==> config.mk <==
export PLATFORM = sky130hd
export DESIGN_NAME = seq_divider
export DESIGN_NICKNAME = d
export VERILOG_FILES = /design/src/rtl/seq_divider.sv
export SDC_FILE = /design/constraint.sdc
export NUM_CORES = 1
export LEC_CHECK = 0
export CORE_MARGIN = 4
export CORE_UTILIZATION = 30
export CTS_BUF_LIST = sky130_fd_sc_hd__clkbuf_4 sky130_fd_sc_hd__clkbuf_8
export CTS_CLUSTER_DIAMETER = 50
export CTS_CLUSTER_SIZE = 8
export DETAILED_ROUTE_END_ITERATION = 12
export GPL_TIMING_DRIVEN = 0
export PLACE_DENSITY_LB_ADDON = 0.12
export SYNTH_ARGS = -nofsm -noshare
export SYNTH_HDL_FRONTEND = slang
export SYNTH_SLANG_ARGS = --single-unit
==> constraint.sdc <==
create_clock -name clk -period 21.5 [get_ports clk]
set_input_delay 4.3 -clock clk [delete_from_list [all_inputs] [get_ports clk]]
set_output_delay 4.3 -clock clk [all_outputs]
set_load 0.05 [all_outputs]
==> src/rtl/seq_divider.sv <==
// Sequential signed divider: radix-2 restoring division on operand magnitudes,
// one quotient bit per clock, then sign correction. Z = {remainder, quotient}.
module seq_divider #(
   parameter int WIDTH = 32
) (
   input  logic               clk,
   input  logic               clear,
   input  logic               start,
   input  logic [WIDTH-1:0]   X,
   input  logic [WIDTH-1:0]   Y,
   output logic [2*WIDTH-1:0] Z,
   output logic               busy,
   output logic               done,
   output logic               dz
);

   localparam int CW = $clog2(WIDTH);
   localparam logic [CW-1:0] CNT_LAST = CW'(WIDTH - 1);
   localparam logic [CW-1:0] CNT_ONE  = CW'(1);

   typedef enum logic [1:0] {
      IDLE = 2'd0,
      RUN  = 2'd1,
      FIX  = 2'd2,
      DONE = 2'd3
   } state_t;

   state_t           state_r;
   state_t           state_nx_s;
   logic [WIDTH-1:0] a_r;
   logic [WIDTH-1:0] q_r;
   logic [WIDTH-1:0] ymag_r;
   logic [WIDTH-1:0] x_r;
   logic             sx_r;
   logic             sy_r;
   logic             zflag_r;
   logic [CW-1:0]    count_r;

   logic [WIDTH:0]   a_sh_s;
   logic [WIDTH:0]   t_s;
   logic [WIDTH-1:0] q_sh_s;

   function automatic logic [WIDTH-1:0] neg_f(input logic [WIDTH-1:0] v);
      return ~v + {{(WIDTH-1){1'b0}}, 1'b1};
   endfunction

   // Unsigned magnitude, so the most negative value maps to 2^(WIDTH-1) exactly
   function automatic logic [WIDTH-1:0] mag_f(input logic [WIDTH-1:0] v);
      return v[WIDTH-1] ? neg_f(v) : v;
   endfunction

   // One restoring step: the stored remainder is below |Y| so it fits in WIDTH
   // bits; only the shifted value needs the extra bit for the trial subtract.
   always_comb begin
      a_sh_s = {a_r, q_r[WIDTH-1]};
      q_sh_s = {q_r[WIDTH-2:0], 1'b0};
      t_s    = a_sh_s - {1'b0, ymag_r};
   end

   // Next-state logic
   always_comb begin
      state_nx_s = state_r;
      case (state_r)
         IDLE: begin
            if (start) state_nx_s = RUN;
            else       state_nx_s = IDLE;
         end
         RUN: begin
            if (count_r == CNT_LAST) state_nx_s = FIX;
            else                     state_nx_s = RUN;
         end
         FIX:     state_nx_s = DONE;
         DONE:    state_nx_s = IDLE;
         default: state_nx_s = IDLE;
      endcase
   end

   // State register
   always_ff @(posedge clk or posedge clear) begin
      if (clear) state_r <= IDLE;
      else       state_r <= state_nx_s;
   end

   // Datapath and registered outputs
   always_ff @(posedge clk or posedge clear) begin
      if (clear) begin
         a_r     <= {WIDTH{1'b0}};
         q_r     <= {WIDTH{1'b0}};
         ymag_r  <= {WIDTH{1'b0}};
         x_r     <= {WIDTH{1'b0}};
         sx_r    <= 1'b0;
         sy_r    <= 1'b0;
         zflag_r <= 1'b0;
         count_r <= {CW{1'b0}};
         Z       <= {(2*WIDTH){1'b0}};
         busy    <= 1'b0;
         done    <= 1'b0;
         dz      <= 1'b0;
      end else begin
         case (state_r)
            IDLE: begin
               if (start) begin
                  a_r     <= {WIDTH{1'b0}};
                  q_r     <= mag_f(X);
                  ymag_r  <= mag_f(Y);
                  x_r     <= X;
                  sx_r    <= X[WIDTH-1];
                  sy_r    <= Y[WIDTH-1];
                  zflag_r <= (Y == {WIDTH{1'b0}});
                  count_r <= {CW{1'b0}};
                  busy    <= 1'b1;
               end
            end
            RUN: begin
               if (t_s[WIDTH]) begin
                  a_r <= a_sh_s[WIDTH-1:0];
                  q_r <= q_sh_s;
               end else begin
                  a_r <= t_s[WIDTH-1:0];
                  q_r <= {q_sh_s[WIDTH-1:1], 1'b1};
               end
               count_r <= count_r + CNT_ONE;
            end
            FIX: begin
               if (zflag_r) begin
                  Z  <= {x_r, {WIDTH{1'b1}}};
                  dz <= 1'b1;
               end else begin
                  Z[2*WIDTH-1:WIDTH] <= sx_r ? neg_f(a_r) : a_r;
                  Z[WIDTH-1:0]       <= (sx_r ^ sy_r) ? neg_f(q_r) : q_r;
                  dz <= 1'b0;
               end
               busy <= 1'b0;
               done <= 1'b1;
            end
            DONE: begin
               done <= 1'b0;
            end
            default: begin
               busy <= 1'b0;
               done <= 1'b0;
            end
         endcase
      end
   end

endmodule

After elaboration in Yosys (flattened, before gate mapping)
Cells that the tools add are included.
{"block": "word_totals", "regBits": 205, "latchBits": 0, "ram_bits": 0, "rom_bits": 0, "inputBits": 67, "output_inout_bits": 67, "mem_count": 0}
{"block": "classes", "add_sub_neg": 6, "multipliers": 0, "n_div": 0, "n_lt_le_gt_ge": 0, "n_eq_ne": 5, "shift": 0, "muxes": 20, "bitwise_logic": 5, "reduce_logical": 8}
{"operator": "32-bit two-way mux", "count": 7}
{"operator": "32-bit by 1-bit adder with 32-bit output, second input constant", "count": 4}
{"operator": "32-bit NOT", "count": 4}
{"operator": "32-bit one-hot mux with 2 select lines", "count": 2}
{"operator": "64-bit two-way mux", "count": 1}
{"operator": "33-bit by 32-bit subtractor with 33-bit output", "count": 1}
{"operator": "32-bit logical NOT", "count": 1}
{"operator": "5-bit one-hot mux with 2 select lines", "count": 1}
{"operator": "2-bit one-hot mux with 4 select lines", "count": 1}
{"operator": "2-bit AND reduction", "count": 3}
{"operator": "2-bit nonzero test", "count": 3}
{"operator": "5-bit by 1-bit adder with 5-bit output, second input constant", "count": 1}
{"operator": "5-bit == test, second input constant", "count": 1}
{"operator": "5-bit two-way mux", "count": 1}
{"operator": "2-bit == test, second input constant", "count": 2}
{"operator": "1-bit two-way mux", "count": 4}
{"operator": "1-bit one-hot mux with 2 select lines", "count": 2}
{"operator": "2-bit by 1-bit == test with 1-bit output, second input constant", "count": 1}
{"operator": "2-bit logical NOT", "count": 1}
{"operator": "2-bit two-way mux", "count": 1}
{"operator": "2-bit inequality test, second input constant", "count": 1}
{"operator": "1-bit bitwise XOR", "count": 1}

Depth between registers and ports, before layout
Gate-level depths: netlist of run 1.
{"block": "depth", "depth_word": 5, "mapped_depth": 13, "ltp_nobuf": 12}

Worst setup path after synthesis of run 1
No wires, ideal clock.
{"block": "synth_path", "path_kind": "input -> register", "from": "in X[8]", "to": "reg q_r[27]", "setup_time_ps": 130, "arrival_ps": 6495, "required_time_ps": 21370, "path_slack_ps": 14875, "stages": 8, "path_buffers": 0, "cell_sequence": "or4_4 or4_4 nand2b_4 or3b_4 or2_4 o41ai_4 xor2_1 o21ai_1"}
{"block": "synth_between", "elab_chain_cells": 5}
{"item": "start, declared", "line": "9", "text": "input logic [WIDTH-1:0] X,"}
{"item": "32-bit NOT", "line": "44", "text": "return ~v + {{(WIDTH-1){1'b0}}, 1'b1};"}
{"item": "32-bit by 1-bit adder with 32-bit output", "line": "44"}
{"item": "32-bit two-way mux", "line": "49", "text": "return v[WIDTH-1] ? neg_f(v) : v;"}
{"item": "32-bit two-way mux", "line": "102", "text": "if (start) begin"}
{"item": "32-bit one-hot mux with 2 select lines", "line": "100", "text": "case (state_r)"}
{"item": "end signal, assigned", "line": "104", "text": "q_r <= mag_f(X);"}
{"item": "end signal, assigned", "line": "117", "text": "q_r <= q_sh_s;"}
{"item": "end signal, assigned", "line": "120", "text": "q_r <= {q_sh_s[WIDTH-1:1], 1'b1};"}
{"item": "end, declared", "line": "31", "text": "logic [WIDTH-1:0] q_r;"}
No other way between the ends. The select of a mux whose other input is x is not followed.
A chain may end at the register's enable or synchronous reset.

Final worst setup path of run 1
{"block": "layout_path", "from": "in X[4]", "to": "reg q_r[27]"}
The elaborated chain is that of the path after synthesis.

==> results by group, run 1 <==
Finish
  – Share of layout cells above drive strength 1: 4.31%
  – Filler cells: 4,306
  – Layout area overhead: 22.3%
  – Post-layout nets: about 1.8k
  – Cell area after layout: 15,200 sq um

Power and ir drop
  – P per Cell Area: 166 nW/um^2
  – P_leak: 0.00658 uW
  – Power Total: 2530 uW
  – Peak VDD IR: a little over 0.07 mV

Route
  – Avg Vias per Cell: approximately 5
  – Top sig layer: met4
  – WL per Instance: about 18 microns
  – WL met1: between 15,000 and 20,000 microns
  – Initial DRC count: a little under 600
  – WL final: 39,600 microns
  – Post-route ant nets: 0
  – Drt first pass iters: 5
  – Drt drc: 0
  – DR vias: 11.0k
  – Metal2 WL: 18,300 microns
  – Met3 WL: about 1800 microns

GRT
  – Total GRT Usage: 17.5%
  – Largest net degree at the start of global routing: 85
  – Vias in the first global route: 11.0k
  – Total grt overflow: 0
  – Initial antenna violation count: 0
  – Global-route wire length before repair: about 63,000 microns

Floorplanning
  – Initial core utilization: a little under a third
  – DIE AREA: 44,800 sq um
  – Core Rows: 74
  – Die Span X: 212 microns
  – Chip Height: 212 microns
  – Num ports: 134
  – Core area: 40,900 sq um

STA
  – Final setup fails: 0
  – Slew Limit Fails: 0
  – Fmax: between 100 and 150 MHz
  – Clock skew: 0.0208 ns
  – Slew HR: about 40%
  – Final Hold Fails: 0
  – Setup TNS Final: 0 ns
  – Least-Margin Pin Slew: roughly 0.9 ns
  – Hold slack: 0.476 ns
  – RSZ-0062 raised after global routing: false
  – Tmin final: 6.87 ns
  – Final worst path period share: between 30% and 40%

Synth
  – Unique masters post-synth: 63
  – Post-synth EDFFs: 0
  – Syn_area_per_cell: 8.39 sq um
  – Most used DFF post-synth: dfrtp_1
  – Most common cell in the netlist: nand2_1
  – Synth async-reset ratio: between 90% and 100%
  – Post-Synthesis Cells: roughly 1.5k
  – Synth top area share: 41.0%
  – Syn_nets: roughly 1.6k
  – Largest cells by area after synthesis: dfrtp_1 41%, nand2_1 7.8%, xor2_1 6.8%, o21ai_0 4.4%, a21oi_1 4.2%
  – Post-Syn Area: 12,400 sq um
  – Post-synthesis sequential area ratio: around 40%
  – Ys Warns: 0
  – Synth top cells by count: 260 x nand2_1, 204 x dfrtp_1, 110 x nor2_1
  – Cell taking the most area after synthesis: dfrtp_1
  – Post-synthesis register bit count: between 200 and 250

Place
  – Detailed placement HPWL: between 30,000 and 40,000 microns
  – PortBufs: 133
  – RePlAce Congestion: 0.844
  – Placed standard-cell area: 14,500 sq um

CTS
  – Clock latency on the worst-skew pair: 0.56 ns
  – # hold bufs at CTS: 0
  – Post-CTS Setup Bufs: 0
  – CTS buffer count: 35
  – Sink Count: 204
  – Clock buffer depth: 3
  – CTS clock-pin slew for the worst setup and hold paths: 0.06 ns
  – H-tree Lvls: 2
  – Clock root buffer master: clkbuf_8
  – PostCTS Resize Cnt: 0
  – CTS tree: built

Worst setup path
  – Crit end category: register
  – Worst path max stage delay: 0.54 ns
  – WS Path Type: input port to register
  – CP Launch Type: input port
  – Required @ worst endpoint: 21.93 ns
  – Crit path max-delay cell type: or4_4
  – Reg2Reg Setup Slack: between 15 and 20 ns
  – CP max FO: 4
  – Reg-to-reg startpoint: q_r[31]$_DFFE_PP0P_
  – Bufs and invs on worst path: 1
  – Critical R2R Capture: a_r[26]$_DFFE_PP0P_
  – Critical path's top delay family: simple AND/OR/NAND/NOR gates
  – Arrival time at the worst endpoint: ~7.3 ns
  – Crit path cell chain: clkdlybuf4s50_1 > nor4_2 > nand3_1 > or4_4 > nand2b_4 > or3b_4 > or2_4 > o41ai_4 > xor2_1 > o21ai_1
  – Worst R2R Path Depth: 13

Worst hold path
  – Hold Crit Class: register to register
  – Beginning of the worst hold path: ymag_r[12]$_DFFE_PP0P_
  – Hold Crit Endpoint: ymag_r[12]$_DFFE_PP0P_
  – Hold path depth: 2

Outcome
  – Status: finished, final reports clean

Job
  – MaxCap Viol Count: 0
metal layers:
| layer | vias up | GRT usage [%] |
|---|---|---|
| li1 | 5503 | - |
| met1 | 5166 | 24.8 |
| met2 | 249 | 28.6 |
| met3 | 57 | 2.30 |
| met4 | 0 | 4.20 |
| met5 | - | 0 |
power by group:
group          total [uW]  internal, uW  leakage, uW  switching (uW)
Sequential            703           538      0.00244             166
Clock                 382           214     0.000374             169
Combinational        1440           584      0.00377             861
worst register-to-register path, stage by stage (launching register included):
cell and delay (ns):
dfrtp_1 0.46, inv_1 0.20, ha_1 0.28, fa_1 0.39
nand2b_1 0.22, a211oi_1 0.50, o21ai_1 0.25, a211oi_1 0.51
a21oi_1 0.17, xnor2_1 0.29, clkbuf_1 0.49, nor2_1 0.11
a31oi_1 0.15, o21ai_1 0.09
through the flow:
stage,std cells,worst slack (ns),utilization (%)
after global placement,2149,8.33,35.3
after global routing,2204,14.47,37.2
after detailed placement,2151,14.05,35.4
after CTS,2204,14.64,37.2
after floorplan,1484,11.63,-
final,2205,14.63,37.2
registers in the layout, indices dropped and copies added (netlist names), named ones only:
name and count:
count_r 5, state_r 1, busy 1, sy_r 1, x_r 32, zflag_r 1
q_r 32, a_r 32, dz 1, Z 64, done 1, ymag_r 32
logic make-up after synthesis:
kind of cell    after synthesis  share of synthesized area [%]
buf+inv                     138                           4.19
compound gates              421                           20.0
xor+xnor                    146                           10.3
fa+ha+maj                    39                           3.98
mux                          27                           2.17
flops                       204                           41.0
simple gates                509                           18.3
worst max-delay path by stage:
stage	startpoint	to	cells past startpoint
after CTS	X[4]	q_r[27]$_DFFE_PP0P_	10
after global placement	clear	dz$_DFFE_PP0P_	2
after global routing	Y[2]	ymag_r[29]$_DFFE_PP0P_	9
final	X[4]	q_r[27]$_DFFE_PP0P_	10
after detailed placement	X[4]	q_r[27]$_DFFE_PP0P_	10
after floorplan	clear	Z[0]$_DFFE_PP0P_	1
area by class of cell:
cell class | instances | area [sq um] | share of cell area (%)
repair buffers | 135 | 1390 | 9.11
plain buffers | 84 | 319 | 2.10
flip-flops and latches | 204 | 5100 | 33.5
inverters | 54 | 210 | 1.38
clock inverters | 8 | 123 | 0.806
diodes | 1 | 2.50 | 0.0164
clock buffers | 45 | 588 | 3.86
multi-input cells | 1142 | 6820 | 44.8
well taps | 532 | 666 | 4.37
cells in the final DEF (no fill, tap or decap), drive strengths merged, types with 6 or more instances in the layout:
cell	synthesis	layout
xnor2	50	50
nor2	110	110
clkdlybuf4s50	0	133
o21a	6	6
ha	38	38
nand4	9	9
nor4	10	10
nor2b	10	10
a22oi	30	30
a21o	9	9
nand2	260	260
dfrtp	204	204
a31oi	8	8
o41ai	18	18
a21oi	104	104
inv	54	56
clkbuf	73	118
o31ai	30	30
mux2i	27	27
or2	6	6
or4	20	20
nand2b	14	14
xor2	96	96
nor3	14	14
buf	11	13
a211oi	6	6
nand3	38	38
o21ai	186	186
Power figures use the tool's default switching activity.
==> inputs of run 2 (changes only) <==
==> constraint.sdc (replaced) <==
create_clock -name clk -period 6.3 [get_ports clk]
set_input_delay 1.26 -clock clk [delete_from_list [all_inputs] [get_ports clk]]
set_output_delay 1.26 -clock clk [all_outputs]
set_load 0.05 [all_outputs]
==> results by group, run 2 (same netlist as run 1, synthesis figures left out) <==
Outcome
  – Status: finished, final reports clean (unchanged)

Floorplanning
  – Core Rows: 74 (unchanged)
  – Die Span X: 212 microns (unchanged)
  – Initial core utilization: 30.4% (unchanged)
  – DIE AREA: 44,800 sq um (unchanged)
  – Core area: 40,900 sq um (unchanged)
  – Num ports: 134 (unchanged)
  – Chip Height: 212 microns (unchanged)

Worst setup path
  – Required @ worst endpoint: 6.75 ns (was 21.93 ns)
  – Worst R2R Path Depth: 12 (was 13)
  – Reg-to-reg startpoint: q_r[31]$_DFFE_PP0P_ (unchanged)
  – CP Launch Type: register (was input port)
  – WS Path Type: register to register (was input port to register)
  – Reg2Reg Setup Slack: 1.99 ns (was 17.25 ns)
  – Arrival time at the worst endpoint: 4.76 ns (was 7.30 ns)
  – Worst path max stage delay: 0.53 ns (was 0.54 ns)
  – CP max FO: 10 (was 4)
  – Critical R2R Capture: a_r[26]$_DFFE_PP0P_ (unchanged)
  – Crit path cell chain: inv_1 > ha_1 > fa_1 > nand2b_1 > a211oi_1 > o21ai_1 > a211oi_1 > a21oi_1 > xnor2_1 > buf_2 > nand2_1 > o21ai_1 (was clkdlybuf4s50_1 > nor4_2 > nand3_1 > or4_4 > nand2b_4 > or3b_4 > or2_4 > o41ai_4 > xor2_1 > o21ai_1)
  – Crit end category: register (unchanged)
  – Crit path max-delay cell type: a211oi_1 (was or4_4)

Worst hold path
  – Hold Crit Class: register to register (unchanged)
  – Hold Crit Endpoint: dz$_DFFE_PP0P_ (was ymag_r[12]$_DFFE_PP0P_)
  – Hold path depth: 2 (unchanged)
  – Beginning of the worst hold path: dz$_DFFE_PP0P_ (was ymag_r[12]$_DFFE_PP0P_)

GRT
  – Global-route wire length before repair: 63,200 microns (was 62,800 microns)
  – Total grt overflow: 0 (unchanged)
  – Met3 Track Usage GR: 2.64% (was 2.30%)
  – Grt met1 use: 24.5% (was 24.8%)
  – Vias in the first global route: 11.2k (was 11.0k)
  – Initial antenna violation count: 0 (unchanged)
  – Busiest grt layer: met2 (unchanged)
  – GRT met2 Usage: 28.8% (was 28.6%)
  – Largest net degree at the start of global routing: 41 (was 85)
  – Total GRT Usage: 17.6% (was 17.5%)

STA
  – Tmin final: 4.31 ns
  – Fmax: around 230 MHz
  – Least-Margin Pin Slew: 0.917 ns (was 0.898 ns)
  – Final worst path period share: roughly two thirds
  – Final critical-path setup slack: 1.99 ns (was 14.63 ns)
  – Slew Limit Fails: 0 (unchanged)
  – Final Hold Fails: 0 (unchanged)
  – Slew HR: 38.8% (was 40.1%)
  – Clock skew: 0.0331 ns (was 0.0208 ns)
  – RSZ-0062 raised after global routing: false (unchanged)
  – Setup TNS Final: 0 ns (unchanged)
  – Final setup fails: 0 (unchanged)

Route
  – WL final: 39,700 microns (was 39,600 microns)
  – DR vias: 11.0k (about the same)
  – Initial DRC count: 541 (was 579)
  – Avg Vias per Cell: 4.97 (was 4.98)
  – Post-route ant nets: 0 (unchanged)
  – Drt drc: 0 (unchanged)
  – WL per Instance: 17.9 microns (was 18.0 microns)
  – Drt first pass iters: 7 (was 5)

CTS
  – CTS buffer count: 37 (was 35)
  – # hold bufs at CTS: 0 (unchanged)
  – PostCTS Resize Cnt: 0 (unchanged)
  – Sink Count: 204 (unchanged)
  – H-tree Lvls: 2 (unchanged)
  – Post-CTS Setup Bufs: 0 (unchanged)
  – CTS tree: built (unchanged)
  – CTS clock-pin slew for the worst setup and hold paths: 0.06 ns (about the same)
  – Clock latency on the worst-skew pair: 0.56 ns (about the same)
  – Clock buffer depth: 3 (unchanged)
  – Clock root buffer master: clkbuf_8 (unchanged)

Finish
  – Share of layout cells above drive strength 1: 4.93% (was 4.31%)
  – Most frequent cells in the layout: 260 x nand2_1, 204 x dfrtp_1, 133 x clkdlybuf4s50_1, 110 x nor2_1, 109 x o21ai_0 (unchanged)
  – Biggest register: Z (unchanged)
  – Util after Layout: 37.5% (was 37.2%)
  – Max FFs per register: 64 (unchanged)
  – # diodes: 0 (was 1)
  – Layout area overhead: 23.2% (was 22.3%)
  – Commonest non-fill, non-tap cell in the layout: nand2_1 (unchanged)
  – Post-layout nets: 1,768 (was 1,762)

Power and ir drop
  – Peak VDD IR: 0.220 mV (was 0.0726 mV)
  – P_leak: 0.00662 uW (was 0.00658 uW)
  – P per Cell Area: 565 nW/um^2 (was 166 nW/um^2)
  – Power Total: 8660 uW (was 2530 uW)

Job
  – MaxCap Viol Count: 0 (unchanged)

Place
  – Detailed placement HPWL: 30,800 microns (was 30,500 microns)
  – Worst slack at placement: 1.92 ns (was 14.05 ns)
  – PortBufs: 133 (unchanged)
  – RePlAce Congestion: 0.813 (was 0.844)
-- run 2: changes by cell type in the layout (fill, tap and decap cells not counted), sizes merged --
cell	before	now
clkbuf	118	123
buf	13	17
clkinvlp	0	4
inv	56	53
clkinv	3	5
bufinv	3	2
diode	1	0
-- run 2: worst max-delay path by stage --
stage                                    from                  end  slack (ns)  cells past startpoint
after floorplan                         clear     Z[0]$_DFFE_PP0P_        2.40                      1
after global placement                  clear    Z[26]$_DFFE_PP0P_        0.47                      2
after detailed placement                 X[2]  q_r[27]$_DFFE_PP0P_        1.92                     10
after CTS                 q_r[31]$_DFFE_PP0P_  a_r[26]$_DFFE_PP0P_        2.03                     12
after global routing      q_r[31]$_DFFE_PP0P_  a_r[29]$_DFFE_PP0P_        1.77                     13
final                     q_r[31]$_DFFE_PP0P_  a_r[26]$_DFFE_PP0P_        1.99                     12
-- run 2: area by class of cell --
class                   count  area [sq um]
repair buffers            139          1460
multi-input cells        1142          6820
inverters                  54           206
clock buffers              50           638
clock inverters            10           115
flip-flops and latches    204          5100
well taps                 532           666
fillers                  4275         25600
plain buffers              84           319
-- run 2: where the power goes --
group          internal [uW]  switching, uW  leakage [uW]
clock                    739            577      0.000387
sequential              1840            568       0.00244
combinational           1990           2940       0.00379
-- run 2: layer usage --
layer,share of wire [%],wire (microns),up-vias
li1,-,-,5528
met1,48,18900,5186
met2,46,18100,237
met3,4.7,1850,58
met4,2.2,860,0
met5,0,0,-
-- run 2: worst max-delay path, delay by kind of cell (launching register included) --
| family | cells | cell delay (ns) |
|---|---|---|
| AOI/OAI and AO/OA | 5 | 1.70 |
| xor gates and xnor gates | 1 | 0.30 |
| and+or+nand+nor | 2 | 0.51 |
| buffers and inverters | 2 | 0.57 |
| adders and majority gates | 2 | 0.68 |
| DFF | 1 | 0.47 |
-- run 2: stage by stage --
stage / hold WS [ns] / std cells / instance area, sq um
finish: 0.474 / 2215 / 15300
global placement: 0.459 / 2149 / 14400
floorplan: 0.443 / 1484 / 12400
global route: 0.498 / 2215 / 15300
CTS: 0.479 / 2215 / 15300
detailed placement: 0.465 / 2155 / 14600
==> inputs of run 3 (changes only) <==
==> constraint.sdc (replaced) <==
create_clock -name clk -period 3.8 [get_ports clk]
set_input_delay 0.76 -clock clk [delete_from_list [all_inputs] [get_ports clk]]
set_output_delay 0.76 -clock clk [all_outputs]
set_load 0.05 [all_outputs]
==> results by group, run 3 (same netlist as run 1, synthesis figures left out) <==
Power and ir drop
  – P_int: 7620 uW (was 4570 uW)
  – Power Total: 14,400 uW (was 8660 uW)
  – Combinational group share of total power: 57.3% (was 57.0%)
  – Clk pwr share: 15.1% (was 15.2%)
  – P_leak: 0.00664 uW (was 0.00662 uW)
  – Switching share of power: 47.2% (about the same)
  – NetSw: 6830 uW (was 4090 uW)
  – Sequential Power Share: 27.6% (was 27.8%)
  – Peak VDD IR: 0.298 mV (was 0.220 mV)
  – P per Cell Area: 940 nW/um^2 (was 565 nW/um^2)

STA
  – Least-Margin Pin Slew: 0.925 ns (was 0.917 ns)
  – Clock skew: 0.0334 ns (was 0.0331 ns)
  – Final setup fails: 0 (unchanged)
  – Final critical-path setup slack: 0.114 ns (was 1.99 ns)
  – Hold slack: 0.444 ns (was 0.474 ns)
  – Fmax: 271 MHz (was 232 MHz)
  – Final Hold Fails: 0 (unchanged)
  – Final worst path period share: 97.0% (was 68.4%)
  – Slew HR: 38.3% (was 38.8%)
  – Tmin final: 3.69 ns (was 4.31 ns)
  – Slew Limit Fails: 0 (unchanged)

Finish
  – Max FFs per register: 64 (unchanged)
  – Most frequent cells in the layout: 259 x nand2_1, 204 x dfrtp_1, 133 x clkdlybuf4s50_1, 110 x nor2_1, 109 x o21ai_0 (was 260 x nand2_1, 204 x dfrtp_1, 133 x clkdlybuf4s50_1, 110 x nor2_1, 109 x o21ai_0)
  – Reg area: 5100 sq um (unchanged)
  – Post-layout nets: 1,769 (was 1,768)
  – Util after Layout: 37.5% (about the same)
  – Share of layout cells above drive strength 1: 5.29% (was 4.93%)
  – Multi-input logic area: 6840 sq um (was 6820 sq um)
  – Biggest register: Z (unchanged)
  – Cell area after layout: 15,400 sq um (was 15,300 sq um)
  – Commonest non-fill, non-tap cell in the layout: nand2_1 (unchanged)
  – Filler cells: 4,280 (was 4,275)
  – Layout area overhead: 23.5% (was 23.2%)

Route
  – Met3 WL: 1640 microns (was 1850 microns)
  – Avg Vias per Cell: 4.96 (was 4.97)
  – Top sig layer: met4 (unchanged)
  – Initial DRC count: 545 (was 541)
  – Metal2 WL: 18,200 microns (was 18,100 microns)
  – WL met1: 19,100 microns (was 18,900 microns)
  – Drt first pass iters: 5 (was 7)
  – WL final: 39,800 microns (was 39,700 microns)
  – DR vias: 11.0k (about the same)
  – Drt drc: 0 (unchanged)
  – Post-route ant nets: 0 (unchanged)
  – WL per Instance: 17.9 microns (about the same)

Worst setup path
  – Crit path cell chain: inv_1 > ha_1 > fa_1 > nand2b_1 > a211oi_2 > o21ai_1 > a211oi_2 > buf_4 > a21oi_1 > xnor2_2 > buf_4 > mux2i_1 > o21ai_1 (was inv_1 > ha_1 > fa_1 > nand2b_1 > a211oi_1 > o21ai_1 > a211oi_1 > a21oi_1 > xnor2_1 > buf_2 > nand2_1 > o21ai_1)
  – Worst path max stage delay: 0.47 ns (was 0.53 ns)
  – CP max FO: 10 (unchanged)
  – Required @ worst endpoint: 4.18 ns (was 6.75 ns)
  – Crit end category: register (unchanged)
  – Crit path max-delay cell type: dfrtp_1 (was a211oi_1)
  – WS Path Type: register to register (unchanged)
  – Arrival time at the worst endpoint: 4.06 ns (was 4.76 ns)
  – Reg-to-reg startpoint: q_r[31]$_DFFE_PP0P_ (unchanged)
  – CP Launch Type: register (unchanged)
  – Worst Setup SP: q_r[31]$_DFFE_PP0P_ (unchanged)

Floorplanning
  – Core Rows: 74 (unchanged)
  – Initial core utilization: 30.4% (unchanged)
  – Die Span X: 212 microns (unchanged)
  – Num ports: 134 (unchanged)
  – Chip Height: 212 microns (unchanged)
  – DIE AREA: 44,800 sq um (unchanged)
  – Core area: 40,900 sq um (unchanged)

GRT
  – Total GRT Usage: 17.6% (about the same)
  – Vias in the first global route: 11.2k (about the same)
  – Total grt overflow: 0 (unchanged)
  – Global-route wire length before repair: 63,100 microns (was 63,200 microns)
  – Largest net degree at the start of global routing: 41 (unchanged)
  – Initial antenna violation count: 0 (unchanged)

Job
  – MaxCap Viol Count: 0 (unchanged)

CTS
  – H-tree Lvls: 2 (unchanged)
  – Clock latency on the worst-skew pair: 0.56 ns (about the same)
  – # hold bufs at CTS: 0 (unchanged)
  – CTS buffer count: 37 (unchanged)
  – Clock root buffer master: clkbuf_8 (unchanged)
  – CTS clock-pin slew for the worst setup and hold paths: 0.06 ns (about the same)
  – Clock buffer depth: 3 (unchanged)
  – Sink Count: 204 (unchanged)
  – CTS tree: built (unchanged)

Place
  – Detailed placement HPWL: 30,800 microns (unchanged)
  – Worst slack at placement: -0.413 ns (was 1.92 ns)
  – PortBufs: 133 (unchanged)
  – RePlAce Congestion: 0.813 (unchanged)
  – Placed standard-cell area: 14,600 sq um (unchanged)

Worst hold path
  – Hold Crit Class: input port to asynchronous set/reset pin (was register to register)

Outcome
  – Status: finished, final reports clean (unchanged)
## run 3: cell count changes in the layout (fill, tap and decap cells not counted), moves of 2 or more
cell | previous run | this run
a211oi_2 | 0 | 2
buf_4 | 0 | 3
a211oi_1 | 6 | 4
buf_2 | 3 | 0
## run 3: timing repair
action,in CTS,in global routing
resized for setup,5,3
pin swaps,0,1
setup buffers,0,1
hold endpoints to repair,0,0
endpoints found under the setup margin,33,31
## run 3: metal layers
layer | up-vias | global-route usage [%]
li1 | 5537 | -
met1 | 5188 | 24.5
met2 | 226 | 28.8
met3 | 56 | 2.64
met4 | 0 | 4.75
met5 | - | 0
## run 3: cell type report
type | instances | area share [%]
antenna | 1 | 0.0163
clock inverter | 10 | 0.749
tap | 532 | 4.33
clock buffer | 50 | 4.15
timing repair buffer | 140 | 9.54
sequential | 204 | 33.2
multi-input combinational | 1142 | 44.5
buffer | 84 | 2.13
inverter | 54 | 1.34
## run 3: power by group through the flow
stage                     Sequential, uW  Combinational, uW  Clock, uW
after CTS                           3980               8290       2270
after global placement              4000               8150          0
final                               3990               8280       2180
after floorplan                     4030               5920          0
after global routing                4120               9340       2360
after detailed placement            4010               8210          0
## run 3: metrics by stage
stage / std cells / setup TNS [ns]
floorplan: 1484 / 0
detailed placement: 2155 / -9.30
CTS: 2215 / -0.000334
finish: 2217 / 0
global placement: 2149 / -315.08
global route: 2216 / -0.0756
## run 3: path summary, 6_finish.rpt
| check | depth (start not counted) | slack, ns | endpoint |
|---|---|---|---|
| min in group clk | 2 | 0.47 | dz$_DFFE_PP0P_ |
| max reg2reg | 13 | 0.11 | a_r[22]$_DFFE_PP0P_ |
| max in group asynchronous | 5 | 2.40 | dz$_DFFE_PP0P_ |
| min reg2reg | 2 | 0.47 | dz$_DFFE_PP0P_ |
| max | 13 | 0.11 | a_r[22]$_DFFE_PP0P_ |
| min | 2 | 0.44 | ymag_r[4]$_DFFE_PP0P_ |
## run 3: critical path, delay by kind of cell (launching register included)
kind,cells,cell delay (ns)
buffers and inverters,3,0.65
xor gates and xnor gates,1,0.24
adders and majority gates,2,0.67
DFF,1,0.47
AOI/OAI and AO/OA,5,1.03
muxes,1,0.23
and+or+nand+nor,1,0.23
